## config.mk

```make
export PLATFORM = sky130hd
export DESIGN_NAME = bep_manchester_tx
export DESIGN_NICKNAME = d
export VERILOG_FILES = /design/src/rtl/bep_manchester_tx.sv
export SDC_FILE = /design/constraint.sdc
export NUM_CORES = 1
export LEC_CHECK = 0
export BUFFER_PORTS_ARGS = -buffer_cell sky130_fd_sc_hd__buf_2
export CAP_MARGIN = 20
export CORE_ASPECT_RATIO = 1.75
export CORE_MARGIN = 4
export CORE_UTILIZATION = 56
export CTS_BUF_LIST = sky130_fd_sc_hd__clkbuf_8
export DETAILED_ROUTE_END_ITERATION = 6
export GPL_TIMING_DRIVEN = 0
export PLACE_DENSITY = 0.84
export SYNTH_ARGS = -nofsm -noshare
export SYNTH_HDL_FRONTEND = slang
export SYNTH_SLANG_ARGS = --single-unit
```

## constraint.sdc

```tcl
create_clock -name clk -period 4.2 [get_ports clk]
set_input_delay 0.84 -clock clk [delete_from_list [all_inputs] [get_ports clk]]
set_output_delay 0.84 -clock clk [all_outputs]
set_load 0.02 [all_outputs]
```

## src/rtl/bep_manchester_tx.sv

```systemverilog
// BEP thermostat link transmitter: serialises one 160-bit frame MSB first,
// Manchester-encoded, then holds a forced-low gap before pulsing done.
module bep_manchester_tx #(
   parameter int HALF_BIT_CYCLES = 8,
   parameter int GAP_HALF_BITS   = 16
) (
   input  logic        clk,
   input  logic        rst_n,
   input  logic        start,
   input  logic [31:0] thermostat_id,
   input  logic [15:0] room_temp,
   input  logic [15:0] set_temp,
   input  logic [7:0]  state,
   output logic        busy,
   output logic        tx_active,
   output logic        tx_out,
   output logic        done
);

   localparam int GAP_CYCLES = GAP_HALF_BITS * HALF_BIT_CYCLES;
   localparam int HALF_W     = (HALF_BIT_CYCLES > 1) ? $clog2(HALF_BIT_CYCLES) : 1;
   localparam int GAP_W      = (GAP_CYCLES > 1) ? $clog2(GAP_CYCLES) : 1;

   localparam logic [HALF_W-1:0] HALF_LAST = HALF_W'(HALF_BIT_CYCLES - 1);
   localparam logic [GAP_W-1:0]  GAP_LAST  = GAP_W'(GAP_CYCLES - 1);
   localparam logic [GAP_W-1:0]  GAP_ONE   = GAP_W'(1);
   localparam logic [HALF_W-1:0] HALF_ONE  = HALF_W'(1);

   localparam logic [31:0] PREAMBLE   = 32'hAAAAAAAA;
   localparam logic [15:0] FRAME_TYPE = 16'hD391;
   localparam logic [31:0] TRAILER    = 32'h0DFFFFFE;

   typedef enum logic [1:0] {
      ST_IDLE,
      ST_SEND,
      ST_GAP
   } fsm_state_t;

   fsm_state_t        fsm_state;
   logic [159:0]      shift_reg;
   logic [HALF_W-1:0] half_cnt;
   logic              phase;
   logic [7:0]        bit_cnt;
   logic [GAP_W-1:0]  gap_cnt;

   logic [7:0]        checksum;
   logic [159:0]      frame_word;

   // Checksum is taken straight from the inputs so the accept cycle can load a complete frame.
   always_comb begin
      checksum = thermostat_id[31:24] + thermostat_id[23:16]
               + thermostat_id[15:8]  + thermostat_id[7:0]
               + room_temp[15:8]      + room_temp[7:0]
               + set_temp[15:8]       + set_temp[7:0]
               + state;
      frame_word = {PREAMBLE, FRAME_TYPE, thermostat_id, room_temp,
                    set_temp, state, TRAILER, checksum};
   end

   always_ff @(posedge clk) begin
      if (!rst_n) begin
         fsm_state <= ST_IDLE;
         shift_reg <= '0;
         half_cnt  <= '0;
         phase     <= 1'b0;
         bit_cnt   <= '0;
         gap_cnt   <= '0;
         busy      <= 1'b0;
         tx_active <= 1'b0;
         tx_out    <= 1'b0;
         done      <= 1'b0;
      end else begin
         case (fsm_state)
            ST_IDLE: begin
               tx_out    <= 1'b0;
               tx_active <= 1'b0;
               busy      <= 1'b0;
               done      <= 1'b0;
               if (start) begin
                  fsm_state <= ST_SEND;
                  shift_reg <= frame_word;
                  half_cnt  <= '0;
                  phase     <= 1'b0;
                  bit_cnt   <= 8'd159;
                  busy      <= 1'b1;
                  tx_active <= 1'b1;
                  tx_out    <= frame_word[159];
               end
            end

            // The current bit always sits at shift_reg[159]; tx_out is set one edge ahead of each half.
            ST_SEND: begin
               if (half_cnt == HALF_LAST) begin
                  half_cnt <= '0;
                  if (!phase) begin
                     phase  <= 1'b1;
                     tx_out <= ~shift_reg[159];
                  end else if (bit_cnt == 8'd0) begin
                     fsm_state <= ST_GAP;
                     phase     <= 1'b0;
                     tx_out    <= 1'b0;
                     tx_active <= 1'b0;
                     gap_cnt   <= '0;
                     done      <= (GAP_LAST == '0);
                  end else begin
                     phase     <= 1'b0;
                     bit_cnt   <= bit_cnt - 8'd1;
                     shift_reg <= {shift_reg[158:0], 1'b0};
                     tx_out    <= shift_reg[158];
                  end
               end else begin
                  half_cnt <= half_cnt + HALF_ONE;
               end
            end

            ST_GAP: begin
               tx_out    <= 1'b0;
               tx_active <= 1'b0;
               if (gap_cnt == GAP_LAST) begin
                  fsm_state <= ST_IDLE;
                  gap_cnt   <= '0;
                  busy      <= 1'b0;
                  done      <= 1'b0;
               end else begin
                  gap_cnt <= gap_cnt + GAP_ONE;
                  done    <= ((gap_cnt + GAP_ONE) == GAP_LAST);
               end
            end

            default: begin
               fsm_state <= ST_IDLE;
               busy      <= 1'b0;
               tx_active <= 1'b0;
               tx_out    <= 1'b0;
               done      <= 1'b0;
            end
         endcase
      end
   end

endmodule

```

==> parameters.txt <==
Parameter                              Value

Finish
  Net total in the final layout ... 1,218
  Final Util ... 63.38%
  Non-filler cells in the finished layout ... 1,321
  Area growth, synth to finish ... 11.81%
  Number of fill cells in the layout ... 1,296
  Largest register FFs ... 160
  Number of antenna diodes ... 0
  Share of final-layout standard cells stronger than drive strength 1 ... 20.97%

Synthesis
  Post-synth top area cell ... sky130_fd_sc_hd__dfxtp_1
  Yosys top cell area share ... 39.91%
  Dominant cell by count in the synthesized netlist ... sky130_fd_sc_hd__dfxtp_1
  Seq cells post-synth ... 185
  Synthesis Warnings ... 0
  Post-synthesis cell count ... 988
  Number of enable flip-flop cells after synthesis ... 0
  FFs w/ async S/R, synth ... 0%
  Synthesized area per cell ... 9.392 um^2
  Cells taking the most area after synthesis ... sky130_fd_sc_hd__dfxtp_1 (40%), sky130_fd_sc_hd__a311oi_2 (12%), sky130_fd_sc_hd__fa_1 (9.7%)
  Synth Flop Type ... sky130_fd_sc_hd__dfxtp_1
  Net count after synthesis ... 1,122
  Most numerous cell types in the synthesized netlist ... sky130_fd_sc_hd__dfxtp_1 (185), sky130_fd_sc_hd__nand2_1 (182), sky130_fd_sc_hd__nor2_1 (144)
  Cell variety after synth ... 41
  Cell area after technology mapping ... 9279 um^2
  Post-synthesis sequential area ratio ... 39.91%

Placement
  Worst Setup Slack post-DPL ... -484.9 ps
  Global placer's final weighted congestion ... 0.9114
  Number of port buffers ... 77
  Post-placement cell count ... 1,289
  Detailed-placement wirelength estimate ... 17,640 um

Worst setup path
  Data required time at the worst endpoint ... 4600 ps
  FF-to-FF path depth ... 9
  Endpoint of the worst-slack reg-to-reg timing path ... shift_reg[81]
  CP max FO ... 2
  Beginning of the worst register-to-register path ... half_cnt[0]
  Worst setup path category ... input pin to register
  Arrival time at the worst endpoint ... 4540 ps
  Setup crit end kind ... register
  Element type at the critical path start ... input pin
  Setup slack of the most critical reg-to-reg path ... 1680 ps

GRT
  Remaining Overflow, GRT ... 0
  Pin count of the biggest net entering global routing ... 20
  Initial antenna violation count ... 0
  GRT Resource Usage Total ... 25.46%
  First-pass GRT wire length ... 37,970 um
  Via count of the first global-routing pass ... 7,825

Min path
  Worst hold endpoint ... done
  Number of stages on the worst hold path ... 2
  Hold Crit Class ... register to register
  Min-delay src ... done

Route
  Aggregate routed wire length ... 23,100 um
  Routed WL per cell ... 17.49 um
  Count of vias placed by the detailed router ... 7,631
  Detailed-router iteration count before antenna repair ... 5
  Count of nets left with antenna violations after detail routing ... 0
  Ratio of routed vias to standard cells ... 5.777
  DRC Markers ... 0
  Initial DRC count ... 315

Power and ir drop
  Worst ir drop on vdd ... 0.0003913 V
  Power, Total ... 5.405 mW
  Static leakage ... 4.056 nW
  Power Density ... 521.0 nW/um^2

Job
  Max-cap violations ... 0

STA
  Final Cycle Share ... 98.43%
  Tightest hold margin ... 460.0 ps
  Fmax ... 241.9 MHz
  Setup slack of the critical path after layout ... 65.92 ps
  Pins Over Slew Limit ... 0
  Setup repair after global routing missed its margin ... no
  Final hold viol count ... 0
  Worst slew pin tran ... 756.8 ps
  Worst slew margin relative to its limit ... 49.54%
  Time the worst path needs with I/O delays and setup ... 4134 ps
  Final setup vio count ... 0
  Max Clock Skew ... 19.64 ps

Run status
  Status ... finished, final reports clean

Floorplanning
  Core region area ... 16,370 um^2
  Die Height ... 178.3 um
  Starting density of the core ... 56.69%
  Die width ... 105.3 um
  Num ports ... 79
  Row Count ... 62
  Area of the die ... 18,770 um^2

CTS
  Worst-skew pair later-pin latency ... 490 ps
  Max Buffers Root-to-Sink ... 2
  TritonCTS clock tree ... built
  Cell at the root of the clock tree ... sky130_fd_sc_hd__clkbuf_8
  Inserted Clock Buffers ... 17
  # hold bufs at CTS ... 0
  Number of cells upsized or downsized after cts ... 0
  Sink Count ... 185
  Setup bufs post-CTS ... 0
  Clock-pin transition on the worst setup and hold timing paths ... 100 ps
  Max H-tree Level ... 4
==> cells in the final DEF, fill, tap and decap left out, drive strengths merged, types with 3 or more instances in the layout <==
master    n
clkbuf   65
o221a    30
buf     105
nor3     41
clkinv    3
nor2    144
nand3     5
nand2   182
xor2      6
o21ai     7
a21oi    29
dfxtp   185
a21o      4
fa       45
ha       14
nor2b     3
a22oi    27
nor4      3
a211oi    3
a31oi     5
inv      72
a311oi   78
nand2b    3
xnor2    21
==> cell type report <==
class,instances,area [um^2],area share [%]
buffer,76,411.6,3.968
clock buffer,17,234.0,2.255
clock inverter,15,148.9,1.435
inverter,60,232.7,2.243
multi-input combinational,667,4976,47.96
sequential,185,3704,35.70
tap,224,280.3,2.701
timing repair buffer,77,387.9,3.739
==> worst max path at each step <==
stage | start | end | slack [ps] | cells past startpoint
final | thermostat_id[18] | shift_reg[6] | 70 | 16
after floorplan | thermostat_id[18] | shift_reg[6] | -80 | 15
after CTS | thermostat_id[18] | shift_reg[6] | 20 | 16
after detailed placement | thermostat_id[18] | shift_reg[6] | -480 | 16
after global routing | thermostat_id[18] | shift_reg[6] | 4 | 16
after global placement | thermostat_id[18] | shift_reg[6] | -440 | 16
==> stage by stage <==
step                setup TNS, ps  instance area [um^2]
floorplan                  -78.99                  9295
global placement            -1249                  9961
detailed placement          -1488                  9961
CTS                             0                 10340
global route                    0                 10380
finish                          0                 10380
==> metal layers <==
layer | GRT usage [%] | part of all wire [%] | vias to the layer above
met5 | 0 | 0 | -
met3 | 4.093 | 3.8 | 83
li1 | - | - | 3592
met4 | 19.05 | 7.3 | 0
met2 | 45.79 | 53 | 212
met1 | 26.29 | 36 | 3744
==> power by group <==
part,total (mW),switching [mW],internal [mW]
registers,2.12,0.135,1.98
logic,2.10,1.20,0.907
clock network,1.18,0.740,0.445
total,5.41,2.07,3.34
==> kinds of logic (layout without fill, tap and decap cells) <==
family | Yosys count | count (layout) | share of synthesized area, %
buffers and inverters | 136 | 245 | 6.863
and+or+nand+nor | 390 | 390 | 16.96
adders and majority gates | 59 | 59 | 11.60
AOI/OAI and AO/OA | 191 | 191 | 22.11
xor gates and xnor gates | 27 | 27 | 2.549
DFF | 185 | 185 | 39.91
==> critical path, stage by stage <==
cell	delay, ps
sky130_fd_sc_hd__buf_4	120
sky130_fd_sc_hd__inv_8	30
sky130_fd_sc_hd__fa_1	550
sky130_fd_sc_hd__inv_2	60
sky130_fd_sc_hd__fa_1	490
sky130_fd_sc_hd__fa_1	500
sky130_fd_sc_hd__inv_1	50
sky130_fd_sc_hd__fa_1	470
sky130_fd_sc_hd__inv_1	60
sky130_fd_sc_hd__ha_4	170
sky130_fd_sc_hd__fa_2	390
sky130_fd_sc_hd__a21o_1	180
sky130_fd_sc_hd__a21oi_2	150
sky130_fd_sc_hd__xnor2_1	130
sky130_fd_sc_hd__nand2_1	80
sky130_fd_sc_hd__a311oi_2	270
Note: power is estimated with default switching activity, not from simulation.
